### src/rtl/csa_pkg.sv
// Shared definitions for the nibble-serial adder: nibble width, sequencer
// state encoding and a helper that extracts one nibble from a wide vector.
package csa_pkg;

    localparam int NIB   = 4;
    // Widest operand nib_sel can address; callers zero-extend to this width.
    localparam int MAX_W = 1024;

    typedef enum logic [1:0] {
        IDLE = 2'd0,
        RUN  = 2'd1,
        DONE = 2'd2
    } state_e;

    // Returns nibble number idx (LSB-first) of vec.
    function automatic logic [NIB-1:0] nib_sel(input logic [MAX_W-1:0] vec,
                                               input int unsigned      idx);
        return vec[idx*NIB +: NIB];
    endfunction

endpackage

### src/rtl/nibble_serial_adder_if.sv
// Operand-in / result-out handshake bundle of the nibble-serial adder.
interface nibble_serial_adder_if #(parameter int WIDTH = 16);

    logic             in_valid;
    logic             in_ready;
    logic [WIDTH-1:0] in_a;
    logic [WIDTH-1:0] in_b;
    logic             in_cin;
    logic             out_valid;
    logic             out_ready;
    logic [WIDTH-1:0] out_sum;
    logic             out_cout;
    logic             out_ovf;

    // Upstream producer / downstream consumer side.
    modport master (
        output in_valid, in_a, in_b, in_cin, out_ready,
        input  in_ready, out_valid, out_sum, out_cout, out_ovf
    );

    // Adder side.
    modport slave (
        input  in_valid, in_a, in_b, in_cin, out_ready,
        output in_ready, out_valid, out_sum, out_cout, out_ovf
    );

endinterface

### src/rtl/csa_nibble_slice.sv
// 4-bit carry-select adder slice: both carry-in cases are summed in
// parallel and the real carry-in only picks one of them.
module csa_nibble_slice
    import csa_pkg::*;
(
    input  logic [NIB-1:0] a,
    input  logic [NIB-1:0] b,
    input  logic           cin,
    output logic [NIB-1:0] s,
    output logic           cout
);

    logic [NIB:0] sum_c0;
    logic [NIB:0] sum_c1;

    // Precompute sums for cin=0 and cin=1, then select.
    always_comb begin
        sum_c0    = {1'b0, a} + {1'b0, b};
        sum_c1    = {1'b0, a} + {1'b0, b} + (NIB+1)'(1);
        {cout, s} = cin ? sum_c1 : sum_c0;
    end

endmodule

### src/rtl/nibble_serial_adder.sv
// Nibble-serial sequencer around one 4-bit carry-select slice. Latches an
// operand pair, adds one nibble per cycle LSB-first with the carry held in
// a register, then presents sum, carry-out and signed overflow until taken.
module nibble_serial_adder #(
    parameter int WIDTH = 16
) (
    input  logic                   clk,
    input  logic                   rst,
    nibble_serial_adder_if.slave   bus,
    output logic                   busy
);

    import csa_pkg::*;

    localparam int N  = WIDTH / NIB;
    localparam int IW = (N > 1) ? $clog2(N) : 1;

    state_e           state_q, state_d;
    logic [IW-1:0]    idx_q, idx_d;
    logic             carry_q, carry_d;
    logic [WIDTH-1:0] a_q, a_d;
    logic [WIDTH-1:0] b_q, b_d;
    logic [WIDTH-1:0] sum_q, sum_d;
    logic             cout_q, cout_d;
    logic             ovf_q, ovf_d;

    logic [NIB-1:0]   slice_a, slice_b, slice_s;
    logic             slice_cout;

    // Route the current nibble of each latched operand to the slice.
    always_comb begin
        slice_a = nib_sel(MAX_W'(a_q), 32'(idx_q));
        slice_b = nib_sel(MAX_W'(b_q), 32'(idx_q));
    end

    csa_nibble_slice u_slice (
        .a    (slice_a),
        .b    (slice_b),
        .cin  (carry_q),
        .s    (slice_s),
        .cout (slice_cout)
    );

    // Next-state and datapath update for the IDLE/RUN/DONE sequencer.
    always_comb begin
        // NOTE: every variable gets its hold value first so no path through
        // the case leaves one unassigned, which would infer a latch.
        state_d = state_q;
        idx_d   = idx_q;
        carry_d = carry_q;
        a_d     = a_q;
        b_d     = b_q;
        sum_d   = sum_q;
        cout_d  = cout_q;
        ovf_d   = ovf_q;

        case (state_q)
            IDLE: begin
                if (bus.in_valid) begin
                    a_d     = bus.in_a;
                    b_d     = bus.in_b;
                    carry_d = bus.in_cin;
                    idx_d   = '0;
                    state_d = RUN;
                end
            end
            RUN: begin
                sum_d[idx_q*NIB +: NIB] = slice_s;
                carry_d = slice_cout;
                if (idx_q == IW'(N-1)) begin
                    // Final nibble: capture flags; slice_s[NIB-1] is the
                    // sum MSB being written this cycle.
                    cout_d  = slice_cout;
                    ovf_d   = (a_q[WIDTH-1] == b_q[WIDTH-1]) &&
                              (slice_s[NIB-1] != a_q[WIDTH-1]);
                    state_d = DONE;
                end else begin
                    idx_d = idx_q + IW'(1);
                end
            end
            DONE: begin
                if (bus.out_ready) begin
                    state_d = IDLE;
                end
            end
            default: state_d = IDLE;
        endcase
    end

    // State and datapath registers with synchronous reset.
    always_ff @(posedge clk) begin
        // NOTE: non-blocking assignments so every flop samples pre-edge values.
        if (rst) begin
            state_q <= IDLE;
            idx_q   <= '0;
            carry_q <= 1'b0;
            a_q     <= '0;
            b_q     <= '0;
            sum_q   <= '0;
            cout_q  <= 1'b0;
            ovf_q   <= 1'b0;
        end else begin
            state_q <= state_d;
            idx_q   <= idx_d;
            carry_q <= carry_d;
            a_q     <= a_d;
            b_q     <= b_d;
            sum_q   <= sum_d;
            cout_q  <= cout_d;
            ovf_q   <= ovf_d;
        end
    end

    assign bus.in_ready  = (state_q == IDLE);
    assign bus.out_valid = (state_q == DONE);
    assign busy          = (state_q != IDLE);
    assign bus.out_sum   = sum_q;
    assign bus.out_cout  = cout_q;
    assign bus.out_ovf   = ovf_q;

endmodule
### src/flat_wrapper.sv
// flat-port wrapper written by rule: the top's interface ports become plain ports
module nibble_serial_adder_flat import csa_pkg::*;
#(
    parameter int WIDTH = 16
)
  (clk, rst, busy, bus_in_valid, bus_in_a, bus_in_b, bus_in_cin, bus_out_ready, bus_in_ready, bus_out_valid, bus_out_sum, bus_out_cout, bus_out_ovf);
  nibble_serial_adder_if #(.WIDTH(WIDTH)) bus_i ();
  input  logic clk;
  input  logic rst;
  output logic busy;
  input wire logic [$bits(bus_i.in_valid)-1:0] bus_in_valid;
  input wire logic [$bits(bus_i.in_a)-1:0] bus_in_a;
  input wire logic [$bits(bus_i.in_b)-1:0] bus_in_b;
  input wire logic [$bits(bus_i.in_cin)-1:0] bus_in_cin;
  input wire logic [$bits(bus_i.out_ready)-1:0] bus_out_ready;
  output wire logic [$bits(bus_i.in_ready)-1:0] bus_in_ready;
  output wire logic [$bits(bus_i.out_valid)-1:0] bus_out_valid;
  output wire logic [$bits(bus_i.out_sum)-1:0] bus_out_sum;
  output wire logic [$bits(bus_i.out_cout)-1:0] bus_out_cout;
  output wire logic [$bits(bus_i.out_ovf)-1:0] bus_out_ovf;
  assign bus_i.in_valid = bus_in_valid;
  assign bus_i.in_a = bus_in_a;
  assign bus_i.in_b = bus_in_b;
  assign bus_i.in_cin = bus_in_cin;
  assign bus_i.out_ready = bus_out_ready;
  assign bus_in_ready = bus_i.in_ready;
  assign bus_out_valid = bus_i.out_valid;
  assign bus_out_sum = bus_i.out_sum;
  assign bus_out_cout = bus_i.out_cout;
  assign bus_out_ovf = bus_i.out_ovf;
  nibble_serial_adder #(.WIDTH(WIDTH)) u_core (.clk(clk), .rst(rst), .bus(bus_i), .busy(busy));
endmodule
### config.mk
export PLATFORM = sky130hd
export DESIGN_NAME = nibble_serial_adder_flat
export DESIGN_NICKNAME = d
export VERILOG_FILES = /design/src/rtl/csa_pkg.sv /design/src/rtl/nibble_serial_adder_if.sv /design/src/rtl/csa_nibble_slice.sv /design/src/rtl/nibble_serial_adder.sv /design/src/flat_wrapper.sv
export SDC_FILE = /design/constraint.sdc
export NUM_CORES = 1
export LEC_CHECK = 0
export CAP_MARGIN = 20
export CORE_UTILIZATION = 35
export CTS_BUF_LIST = sky130_fd_sc_hd__clkbuf_2 sky130_fd_sc_hd__clkbuf_4 sky130_fd_sc_hd__clkbuf_8
export CTS_CLUSTER_SIZE = 40
export DETAILED_ROUTE_END_ITERATION = 10
export GPL_TIMING_DRIVEN = 0
export REMOVE_ABC_BUFFERS = 1
export SYNTH_ARGS = -nofsm -noshare
export SYNTH_HDL_FRONTEND = slang
export SYNTH_SLANG_ARGS = --single-unit
### constraint.sdc
create_clock -name clk -period 3.45 [get_ports clk]
set_input_delay 0.5175 -clock clk [delete_from_list [all_inputs] [get_ports clk]]
set_output_delay 0.5175 -clock clk [all_outputs]
set_load 0.02 [all_outputs]
==> impl_metrics.py, run 1 <==
metrics = {
    "routing": {
        "drt-total-wl_mm": 5.31,
        "dr.pass1.iters": 4,
        "wl_per_cell_um": 12.2,
        "drtIter0Drc": 77,
        "drc": 0,
        "vias": 2076,
        "drtAntennaViolNets": 0,
        "viasPerCell": 4.78,
    },
    "die": {
        "die_h_um": 86.4,
        "die_w_um": 86.4,
        "die-area_um2": 7460,
        "io_pins": 58,
        "fp-row-count": 30,
        "start_util_pct": 36.5,
        "core_area_um2": 6830,
    },
    "worst_setup_path": {
        "crit_buf_inv": 2,
        "slowest_stage": "dfxtp_2",
        "cp_top_family": "adder cells",
        "worstPathCellList": "mux4_2 -> ha_1 -> inv_1 -> fa_1 -> inv_1 -> ha_1 -> nand2_1 -> xnor2_1 -> a22oi_1 -> nor2_1",
        "startpoint_type": "register",
        "arrival_ns": 3.30,
        "r2r_cells": 10,
        "timing.rr.end": "u_core.bus.out_sum[10]$_SDFFE_PP0P_",
        "worstSetupPathType": "reg2reg",
        "path_max_fanout": 16,
        "endpoint_kind": "register",
        "slowest_delay_ns": 0.62,
        "r2r_slack_ns": 0.38,
        "timing.rr.start": "u_core.idx_q[0]$_SDFFE_PP0P_",
        "required_ns": 3.68,
    },
    "clock_network": {
        "cts_root_buf": "clkbuf_8",
        "cts_tree": "yes",
        "cts_setup_buffers": 0,
        "clock-sinks": 55,
        "clockBufferDepth": 2,
        "cts.htree.levels": 2,
        "clkTransAtPathRegs_ns": 0.10,
        "cts-resized-gates": 0,
        "cts_buffers": 5,
        "clock_latency_ns": 0.30,
        "hold_buffers": 0,
    },
    "finish": {
        "area_growth_pct": 30.9,
        "layout_commonest_cell": "nand2_1",
        "final_nets": 386,
        "finish.instance_area_um2": 3260,
        "final_cell_mix": "73 x nand2_1, 56 x clkdlybuf4s50_1, 54 x dfxtp_1",
        "diodes": 0,
        "drive_above_1_share_pct": 7.10,
    },
    "placed_design": {
        "place_congestion": 0.746,
        "dpl_worst_slack_ns": 0.0699,
        "io_buffers": 57,
        "dp_hpwl_mm": 3.64,
        "placed_area_um2": 3110,
    },
    "synth": {
        "synth-seq-cells": 55,
        "synth_compound_area_share_pct": 16.6,
        "muxShareOfSynthArea_pct": 7.63,
        "yosys.area_share.simple_pct": 18.8,
        "yosysUniqueCellTypes": 37,
        "synth_xor_area_share_pct": 1.96,
        "syn_area_um2": 2490,
        "yosysWarnings": 0,
        "synth_top_family_by_area": "simple AND/OR/NAND/NOR gates",
        "synth-seq-area-share_pct": 44.2,
        "syn_avg_cell_area_um2": 8.71,
        "synth_fa_ha_area_share_pct": 6.33,
        "synth_cells": 286,
    },
    "worst_hold_path": {
        "min_path_type": "reg2reg",
        "hold_path.startpoint": "u_core.b_q[12]$_SDFFE_PP0P_",
        "hold_depth": 2,
        "hold_end": "u_core.b_q[12]$_SDFFE_PP0P_",
    },
    "timing": {
        "slew_headroom_pct": 39.2,
        "period_share_pct": 89.0,
        "tightestPinTransition_ns": 0.912,
        "setup_tns_ns": 0,
        "fmax_ghz": 0.326,
        "hold_violations": 0,
        "layout_setup_ws_ns": 0.380,
        "worst_clock_skew_ns": 0.00805,
        "period_needed_ns": 3.07,
        "slew_viol_final": 0,
        "rsz0062_at_grt": "false",
        "setup_violations": 0,
    },
    "pwr": {
        "power_density_nw_per_um2": 395,
        "leakagePower_nw": 1.24,
        "irDropWorstVdd_mv": 0.147,
    },
    "global_route": {
        "grt_overflow_total": 0,
        "grt_max_degree": 50,
        "grtUsageTotal_pct": 14.7,
        "grt_first_pass_wirelength_mm": 8.73,
        "grt_antenna_before_repair": 0,
        "grt_pass1_vias": 1900,
    },
    "outcome": {
        "outcome": "complete, no violations",
    },
    "run": {
        "cap_violations": 0,
    },
}
==> sequential cells by signal, indices dropped and copies added, names as in the netlist <==
signal / cells
u_core.bus.out_cout: 1
u_core.state_q: 2
u_core.carry_q: 1
u_core.bus.out_ovf: 1
u_core.b_q: 16
u_core.a_q: 16
u_core.bus.out_sum: 16
u_core.idx_q: 2
==> worst max path at each step <==
stage	startpoint	to	slack, ns	depth (start not counted)
4_1_cts	u_core.idx_q[0]$_SDFFE_PP0P_	u_core.bus.out_sum[10]$_SDFFE_PP0P_	0.05	10
5_1_grt	u_core.idx_q[0]$_SDFFE_PP0P_	u_core.bus.out_sum[10]$_SDFFE_PP0P_	0.13	10
3_5_place_dp	u_core.idx_q[0]$_SDFFE_PP0P_	u_core.bus.out_sum[10]$_SDFFE_PP0P_	0.07	10
6_report	u_core.idx_q[0]$_SDFFE_PP0P_	u_core.bus.out_sum[10]$_SDFFE_PP0P_	0.38	10
3_3_place_gp	rst	u_core.bus.out_sum[3]$_SDFFE_PP0P_	0.03	4
2_1_floorplan	u_core.idx_q[0]$_SDFFE_PP0P_	u_core.bus.out_sum[3]$_SDFFE_PP0P_	0.50	9
==> stage by stage <==
step | total power [mW] | util, % | hold slack, ns | std cells
global route | 1.35 | 47.7 | 0.479 | 434
global placement | 0.904 | 45.7 | 0.439 | 424
CTS | 1.30 | 47.1 | 0.460 | 432
floorplan | 0.812 | - | 0.427 | 271
finish | 1.29 | 47.7 | 0.457 | 434
detailed placement | 0.906 | 45.6 | 0.447 | 424
==> area by class of cell <==
cell class	instances	area (um^2)
timing repair buffer	59	608
tap	96	120
inverter	13	48.8
sequential	55	1100
fill	701	3570
clock buffer	8	104
multi-input combinational	203	1280
==> worst register-to-register path: stages, from the launching register on <==
cell,delay [ns]
dfxtp_2,0.62
mux4_2,0.57
ha_1,0.23
inv_1,0.07
fa_1,0.43
inv_1,0.09
ha_1,0.16
nand2_1,0.07
xnor2_1,0.46
a22oi_1,0.17
nor2_1,0.12
==> cell families after synthesis <==
family | after synthesis
muxes | 9
AOI/OAI and AO/OA | 67
DFF | 55
and+or+nand+nor | 111
buffers and inverters | 28
adders and majority gates | 12
xor gates and xnor gates | 4
==> metal layers <==
metal	up-vias	track usage, %	share of wire (%)
met5	-	0	0
met3	5	2.86	4.3
met2	47	25.2	45
met1	944	19.2	50
li1	1080	-	-
met4	0	3.64	0.96
==> synth_stat cells <==
library cell	count	area, um^2
a21o_1	2	15.0
mux2i_1	1	10.0
o31ai_1	1	7.51
nor2_1	23	86.3
and3b_1	1	8.76
and2b_1	1	7.51
xor2_1	1	8.76
clkbuf_1	7	26.3
a31oi_1	4	25.0
buf_2	4	20.0
dfxtp_1	55	1100
a32o_1	4	40.0
mux4_2	8	180
nor4b_2	1	15.0
and4_1	1	8.76
fa_1	1	20.0
o21ai_0	3	15.0
inv_1	13	48.8
nand3_1	1	5.00
buf_1	3	11.3
nor3_1	3	15.0
nor4_1	2	12.5
a21oi_2	1	8.76
o221ai_1	1	8.76
nand2b_1	1	6.26
ha_1	11	138
and2_4	1	8.76
and2_1	1	6.26
nand2_1	73	274
clkbuf_2	1	5.00
xnor3_1	1	22.5
a21o_2	1	8.76
nand3b_1	1	7.51
a21oi_1	36	180
a22oi_1	14	105
xnor2_1	2	17.5
and3_1	1	6.26
==> report_power, final <==
| group | leakage [nW] | internal [mW] | total, mW | switching, mW |
|---|---|---|---|---|
| logic | 0.738 | 0.107 | 0.213 | 0.106 |
| registers | 0.449 | 0.661 | 0.684 | 0.0230 |
| clock network | 0.0549 | 0.192 | 0.391 | 0.200 |
(Power assumes the default switching activity.)
==> run 2, diff against run 1 <==
- MAX_ROUTING_LAYER: not set -> met4
==> run 2 against run 1 <==
- clock skew about the same
- via count stayed put
- worst hold slack unchanged
- register-to-register slack hardly changed
- count of clock-buffer cells in the layout unchanged
- clock power about the same
- first-iteration DRC count did not move
- setup slack is essentially flat
- wire length about the same
- critical endpoint unchanged
- critical path depth did not move
- highest routed layer unchanged
==> impl_metrics.py, run 2 (synthesis gave the netlist of run 1 again) <==
metrics = {
    "timing": {
        "slew_viol_final": 0,
        "hold_violations": 0,
        "period_share_pct": 89.0,
        "worst_clock_skew_ns": 0.00805,
        "rsz0062_at_grt": "false",
        "tightestPinTransition_ns": 0.912,
        "fmax_ghz": 0.326,
        "period_needed_ns": 3.07,
        "setup_violations": 0,
        "setup_tns_ns": 0,
        "slew_headroom_pct": 39.2,
    },
    "finish": {
        "drive_above_1_share_pct": 7.10,
        "diodes": 0,
        "area_growth_pct": 30.9,
        "layout_commonest_cell": "nand2_1",
        "final_nets": 386,
        "multi_input_area_um2": 1280,
        "seq_area_um2": 1100,
        "final_cell_mix": "73 x nand2_1, 56 x clkdlybuf4s50_1, 54 x dfxtp_1",
        "fillCellCount": 701,
    },
    "worst_hold_path": {
        "min_path_type": "reg2reg",
        "hold_path.startpoint": "u_core.b_q[12]$_SDFFE_PP0P_",
    },
    "worst_setup_path": {
        "cp_top_family": "adder cells",
        "slowest_stage": "dfxtp_2",
        "slowest_delay_ns": 0.62,
        "startpoint_type": "register",
        "startpoint": "u_core.idx_q[0]$_SDFFE_PP0P_",
        "worstPathCellList": "mux4_2 -> ha_1 -> inv_1 -> fa_1 -> inv_1 -> ha_1 -> nand2_1 -> xnor2_1 -> a22oi_1 -> nor2_1",
        "worstSetupPathType": "reg2reg",
        "timing.rr.start": "u_core.idx_q[0]$_SDFFE_PP0P_",
        "required_ns": 3.68,
        "crit_buf_inv": 2,
        "endpoint_kind": "register",
        "path_max_fanout": 16,
        "arrival_ns": 3.30,
    },
    "clock_network": {
        "cts_root_buf": "clkbuf_8",
        "clock_latency_ns": 0.30,
        "clkTransAtPathRegs_ns": 0.10,
        "cts.htree.levels": 2,
        "clock-sinks": 55,
        "cts_buffers": 5,
        "hold_buffers": 0,
        "clockBufferDepth": 2,
        "cts_tree": "yes",
    },
    "placed_design": {
        "io_buffers": 57,
        "dp_hpwl_mm": 3.64,
        "place_congestion": 0.755,
    },
    "die": {
        "die_w_um": 86.4,
        "die-area_um2": 7460,
        "die_h_um": 86.4,
        "fp-row-count": 30,
        "start_util_pct": 36.5,
        "core_area_um2": 6830,
        "io_pins": 58,
    },
    "global_route": {
        "grt_max_degree": 50,
        "grt_first_pass_wirelength_mm": 8.73,
        "grtUsageTotal_pct": 15.2,
        "grt_antenna_before_repair": 0,
        "grt_pass1_vias": 1900,
        "grt_overflow_total": 0,
    },
    "routing": {
        "drc": 0,
        "wl_per_cell_um": 12.2,
        "viasPerCell": 4.78,
        "vias": 2076,
        "drtIter0Drc": 77,
        "drtAntennaViolNets": 0,
        "drt-total-wl_mm": 5.32,
        "dr.pass1.iters": 4,
    },
    "pwr": {
        "power_density_nw_per_um2": 395,
        "leakagePower_nw": 1.24,
        "irDropWorstVdd_mv": 0.147,
        "total_power_mw": 1.29,
    },
    "run": {
        "cap_violations": 0,
    },
    "outcome": {
        "outcome": "complete, no violations",
    },
}
run 2: cell counts in the layout (fill, tap and decap cells not counted):
No cell type changed its count.
run 2: worst register-to-register path, delay by kind of cell (launching register included):
kind            cells  cell delay, ns
fa+ha+maj           3            0.82
flops               1            0.62
mux                 1            0.57
xor+xnor            1            0.46
simple gates        2            0.19
compound gates      1            0.17
buf+inv             2            0.16
run 2: timing repair:
action | in CTS | in global routing
resized for setup | 0 | 1
hold endpoints to repair | 0 | 0
buffers inserted | 0 | 0
setup endpoints to repair | 0 | 13
run 2: final cells by class:
| class | instances | area share, % |
|---|---|---|
| Inverter | 13 | 1.50 |
| Clock buffer | 8 | 3.18 |
| Sequential cell | 55 | 33.8 |
| Timing Repair Buffer | 59 | 18.6 |
| Multi-Input combinational cell | 203 | 39.2 |
| Tap cell | 96 | 3.68 |
run 2: stage by stage:
stage | area (um^2) | hold WS (ns) | std cells | utilization, % | setup WS (ns)
2_1_floorplan | 2430 | 0.427 | 271 | - | 0.498
4_1_cts | 3220 | 0.460 | 432 | 47.1 | 0.0513
5_1_grt | 3260 | 0.479 | 434 | 47.7 | 0.132
3_3_place_gp | 3120 | 0.439 | 424 | 45.7 | 0.0328
3_5_place_dp | 3110 | 0.447 | 424 | 45.6 | 0.0699
6_report | 3260 | 0.457 | 434 | 47.7 | 0.380
run 2: report_power, final:
| group | switching (mW) | internal [mW] |
|---|---|---|
| logic | 0.106 | 0.107 |
| registers | 0.0230 | 0.661 |
| clock network | 0.200 | 0.192 |
run 2: path summary, 6_finish.rpt:
kind	cells past startpoint	to	slack, ns
worst max-delay path	10	u_core.bus.out_sum[10]$_SDFFE_PP0P_	0.38
worst min-delay path	2	u_core.b_q[12]$_SDFFE_PP0P_	0.46
worst max register to register	10	u_core.bus.out_sum[10]$_SDFFE_PP0P_	0.38
worst min register to register	2	u_core.b_q[12]$_SDFFE_PP0P_	0.46
run 2: per-layer routing:
| metal | track usage [%] | part of all wire [%] | vias up |
|---|---|---|---|
| met5 | - | 0 | - |
| met4 | 3.64 | 0.85 | 0 |
| met3 | 2.86 | 4.3 | 5 |
| met2 | 25.2 | 45 | 47 |
| met1 | 19.2 | 50 | 944 |
| li1 | - | - | 1080 |
==> run 3, diff against run 2 <==
- ABC_AREA: not set -> 1
==> run 3 against run 2 <==
- wire length increased by 6.6%
- combinational power increased by 62%
- highest routed layer unchanged
- via count increased by 14%
- count of clock-buffer cells in the layout unchanged
- first-iteration DRC count decreased by 5.2%
- non-clock buffer count decreased by 2
==> impl_metrics.py, run 3 <==
metrics = {
    "synth": {
        "syn_area_um2": 2650,
        "synth_enable_flop_cells": 0,
        "synth-seq-area-share_pct": 41.5,
        "yosysUniqueCellTypes": 29,
        "synth_area_leaders": "dfxtp_1 41%, nor2_1 12%, o21ai_0 7.5%, nand2_1 7.4%, ha_1 5.2%",
        "synthFlopType": "dfxtp_1",
        "async_flop_share_pct": 0,
        "synth_cells": 365,
        "yosysMostFrequentCell": "nor2_1",
        "synth-seq-cells": 55,
        "synth_top_cell_area_share_pct": 41.5,
        "yosysTopAreaCell": "dfxtp_1",
        "synth.top_cells.by_count": "88 x nor2_1, 55 x dfxtp_1, 52 x nand2_1",
        "syn_avg_cell_area_um2": 7.27,
        "yosysWarnings": 0,
    },
    "global_route": {
        "grt_max_degree": 36,
        "grtUsageTotal_pct": 16.7,
        "grt_pass1_vias": 2310,
        "grt_antenna_before_repair": 0,
        "grt_busiest_layer": "met2",
        "use_met3_pct": 3.05,
        "grt_overflow_total": 0,
        "grt_util_met2_pct": 29.0,
        "use_met1_pct": 20.1,
        "grt_first_pass_wirelength_mm": 10.0,
    },
    "clock_network": {
        "cts_root_buf": "clkbuf_8",
        "cts_tree": "yes",
        "hold_buffers": 0,
        "cts_buffers": 5,
        "clkTransAtPathRegs_ns": 0.09,
        "clock-sinks": 55,
        "cts.htree.levels": 2,
        "clockBufferDepth": 2,
        "clock_latency_ns": 0.31,
    },
    "routing": {
        "dr.pass1.iters": 4,
        "vias": 2363,
        "wl_per_cell_um": 11.0,
        "drc": 0,
        "drtAntennaViolNets": 0,
        "drtIter0Drc": 73,
        "drt-total-wl_mm": 5.67,
        "viasPerCell": 4.61,
    },
    "finish": {
        "area_growth_pct": 27.2,
        "multi_input_area_um2": 1360,
        "drive_above_1_share_pct": 7.73,
        "seq_area_um2": 1100,
        "final_nets": 462,
        "final_util_pct": 46.3,
        "final_cell_mix": "88 x nor2_1, 57 x clkdlybuf4s50_1, 54 x dfxtp_1",
        "fillCellCount": 783,
        "layout_commonest_cell": "nor2_1",
        "diodes": 0,
    },
    "timing": {
        "rsz0062_at_grt": "false",
        "period_needed_ns": 3.11,
        "slew_headroom_pct": 42.4,
        "worst_clock_skew_ns": 0.00455,
        "fmax_ghz": 0.322,
        "hold_violations": 0,
        "slew_viol_final": 0,
        "period_share_pct": 90.1,
        "setup_violations": 0,
        "tightestPinTransition_ns": 0.863,
        "setup_tns_ns": 0,
    },
    "pwr": {
        "internal-power_mw": 1.01,
        "p_seq_share_pct": 49.1,
        "power_density_nw_per_um2": 427,
        "clockPowerShare_pct": 27.1,
        "switchingPower_mw": 0.435,
        "pwr-share-comb_pct": 23.8,
        "leakagePower_nw": 1.35,
        "irDropWorstVdd_mv": 0.169,
        "swShare_pct": 30.2,
    },
    "worst_setup_path": {
        "path_max_fanout": 13,
        "slowest_stage": "fa_1",
        "r2r_cells": 14,
        "required_ns": 3.68,
        "slowest_delay_ns": 0.53,
        "path_depth": 14,
        "worstSetupPathType": "reg2reg",
        "r2r_slack_ns": 0.34,
        "startpoint": "u_core.idx_q[1]$_SDFFE_PP0P_",
        "cp_top_family": "adder cells",
        "crit_buf_inv": 3,
        "timing.rr.end": "u_core.bus.out_sum[13]$_SDFFE_PP0P_",
        "timing.rr.start": "u_core.idx_q[1]$_SDFFE_PP0P_",
        "worstPathCellList": "inv_1 -> o21ai_0 -> o22ai_1 -> ha_1 -> inv_1 -> fa_1 -> inv_1 -> ha_1 -> nand2_1 -> o21ai_0 -> nand2_1 -> nor2_1 -> nand2_1 -> a21oi_1",
        "endpoint_kind": "register",
        "startpoint_type": "register",
        "arrival_ns": 3.34,
    },
    "die": {
        "die_h_um": 89.1,
        "io_pins": 58,
        "start_util_pct": 36.4,
        "core_area_um2": 7290,
        "fp-row-count": 31,
        "die-area_um2": 7930,
        "die_w_um": 89.1,
    },
    "worst_hold_path": {
        "min_path_type": "reg2reg",
        "hold_end": "u_core.bus.out_sum[8]$_SDFFE_PP0P_",
        "hold_depth": 2,
        "hold_path.startpoint": "u_core.bus.out_sum[8]$_SDFFE_PP0P_",
    },
    "placed_design": {
        "dp_hpwl_mm": 4.01,
        "place_congestion": 0.805,
        "io_buffers": 57,
    },
    "run": {
        "cap_violations": 0,
    },
    "outcome": {
        "outcome": "complete, no violations",
    },
}
==> run 3: area by class of cell <==
class / count / area share (%)
flip-flops and latches: 55 / 32.7
inverters: 27 / 3.11
multi-input cells: 266 / 40.4
repair inverters: 1 / 0.148
clock buffers: 8 / 3.08
repair buffers: 57 / 16.9
well taps: 99 / 3.67
==> run 3: per-layer routing <==
layer	routed length, um	part of all wire (%)
met5	0	0
met4	53	0.94
met3	273	4.8
met2	2590	46
met1	2750	49
==> run 3: cells by family (layout without fill, tap and decap cells) <==
kind of cell / after synthesis / after routing / synth area share [%]
AOI/OAI and AO/OA: 80 / 80 / 16.1
xor gates and xnor gates: 1 / 1 / 0.330
adders and majority gates: 12 / 12 / 5.94
buffers and inverters: 44 / 93 / 7.17
DFF: 55 / 55 / 41.5
muxes: 1 / 1 / 0.377
and+or+nand+nor: 172 / 172 / 28.6
==> run 3: what timing repair did <==
item	in CTS	in global routing
setup buffers	0	0
setup endpoints to repair	15	15
resized for setup	1	2
pin swaps	0	0
gates cloned	0	1
==> run 3: how the worst max path moves through the flow <==
stage	end	slack, ns
after detailed placement	u_core.bus.out_sum[13]$_SDFFE_PP0P_	-0.40
after global placement	u_core.bus.out_sum[13]$_SDFFE_PP0P_	-0.37
final	u_core.bus.out_sum[13]$_SDFFE_PP0P_	0.34
after global routing	u_core.bus.out_sum[13]$_SDFFE_PP0P_	0.04
after CTS	u_core.bus.out_sum[13]$_SDFFE_PP0P_	0.06
after floorplan	u_core.carry_q$_SDFFE_PP0P_	0.44
==> run 3: power by group through the flow <==
stage	clock network (mW)	logic (mW)	registers (mW)
2_1_floorplan	0	0.232	0.717
3_5_place_dp	0	0.348	0.721
3_3_place_gp	0	0.343	0.720
6_report	0.390	0.344	0.707
4_1_cts	0.404	0.349	0.707
5_1_grt	0.429	0.399	0.714
==> run 3: worst reg2reg max path, delay by kind of cell (launching register included) <==
family / cells / cell delay (ns)
compound gates: 4 / 0.65
fa+ha+maj: 3 / 1.01
buf+inv: 3 / 0.53
flops: 1 / 0.45
simple gates: 4 / 0.38
==> run 3: metrics by stage <==
stage / hold slack [ns] / worst slack (ns) / total power [mW] / area (um^2) / instances
final: 0.466 / 0.341 / 1.44 / 3380 / 513
after global routing: 0.502 / 0.0362 / 1.54 / 3380 / 513
after CTS: 0.473 / 0.0602 / 1.46 / 3360 / 512
after detailed placement: 0.458 / -0.399 / 1.07 / 3260 / 504
after global placement: 0.453 / -0.366 / 1.06 / 3260 / 504
after floorplan: 0.449 / 0.441 / 0.949 / 2560 / 348
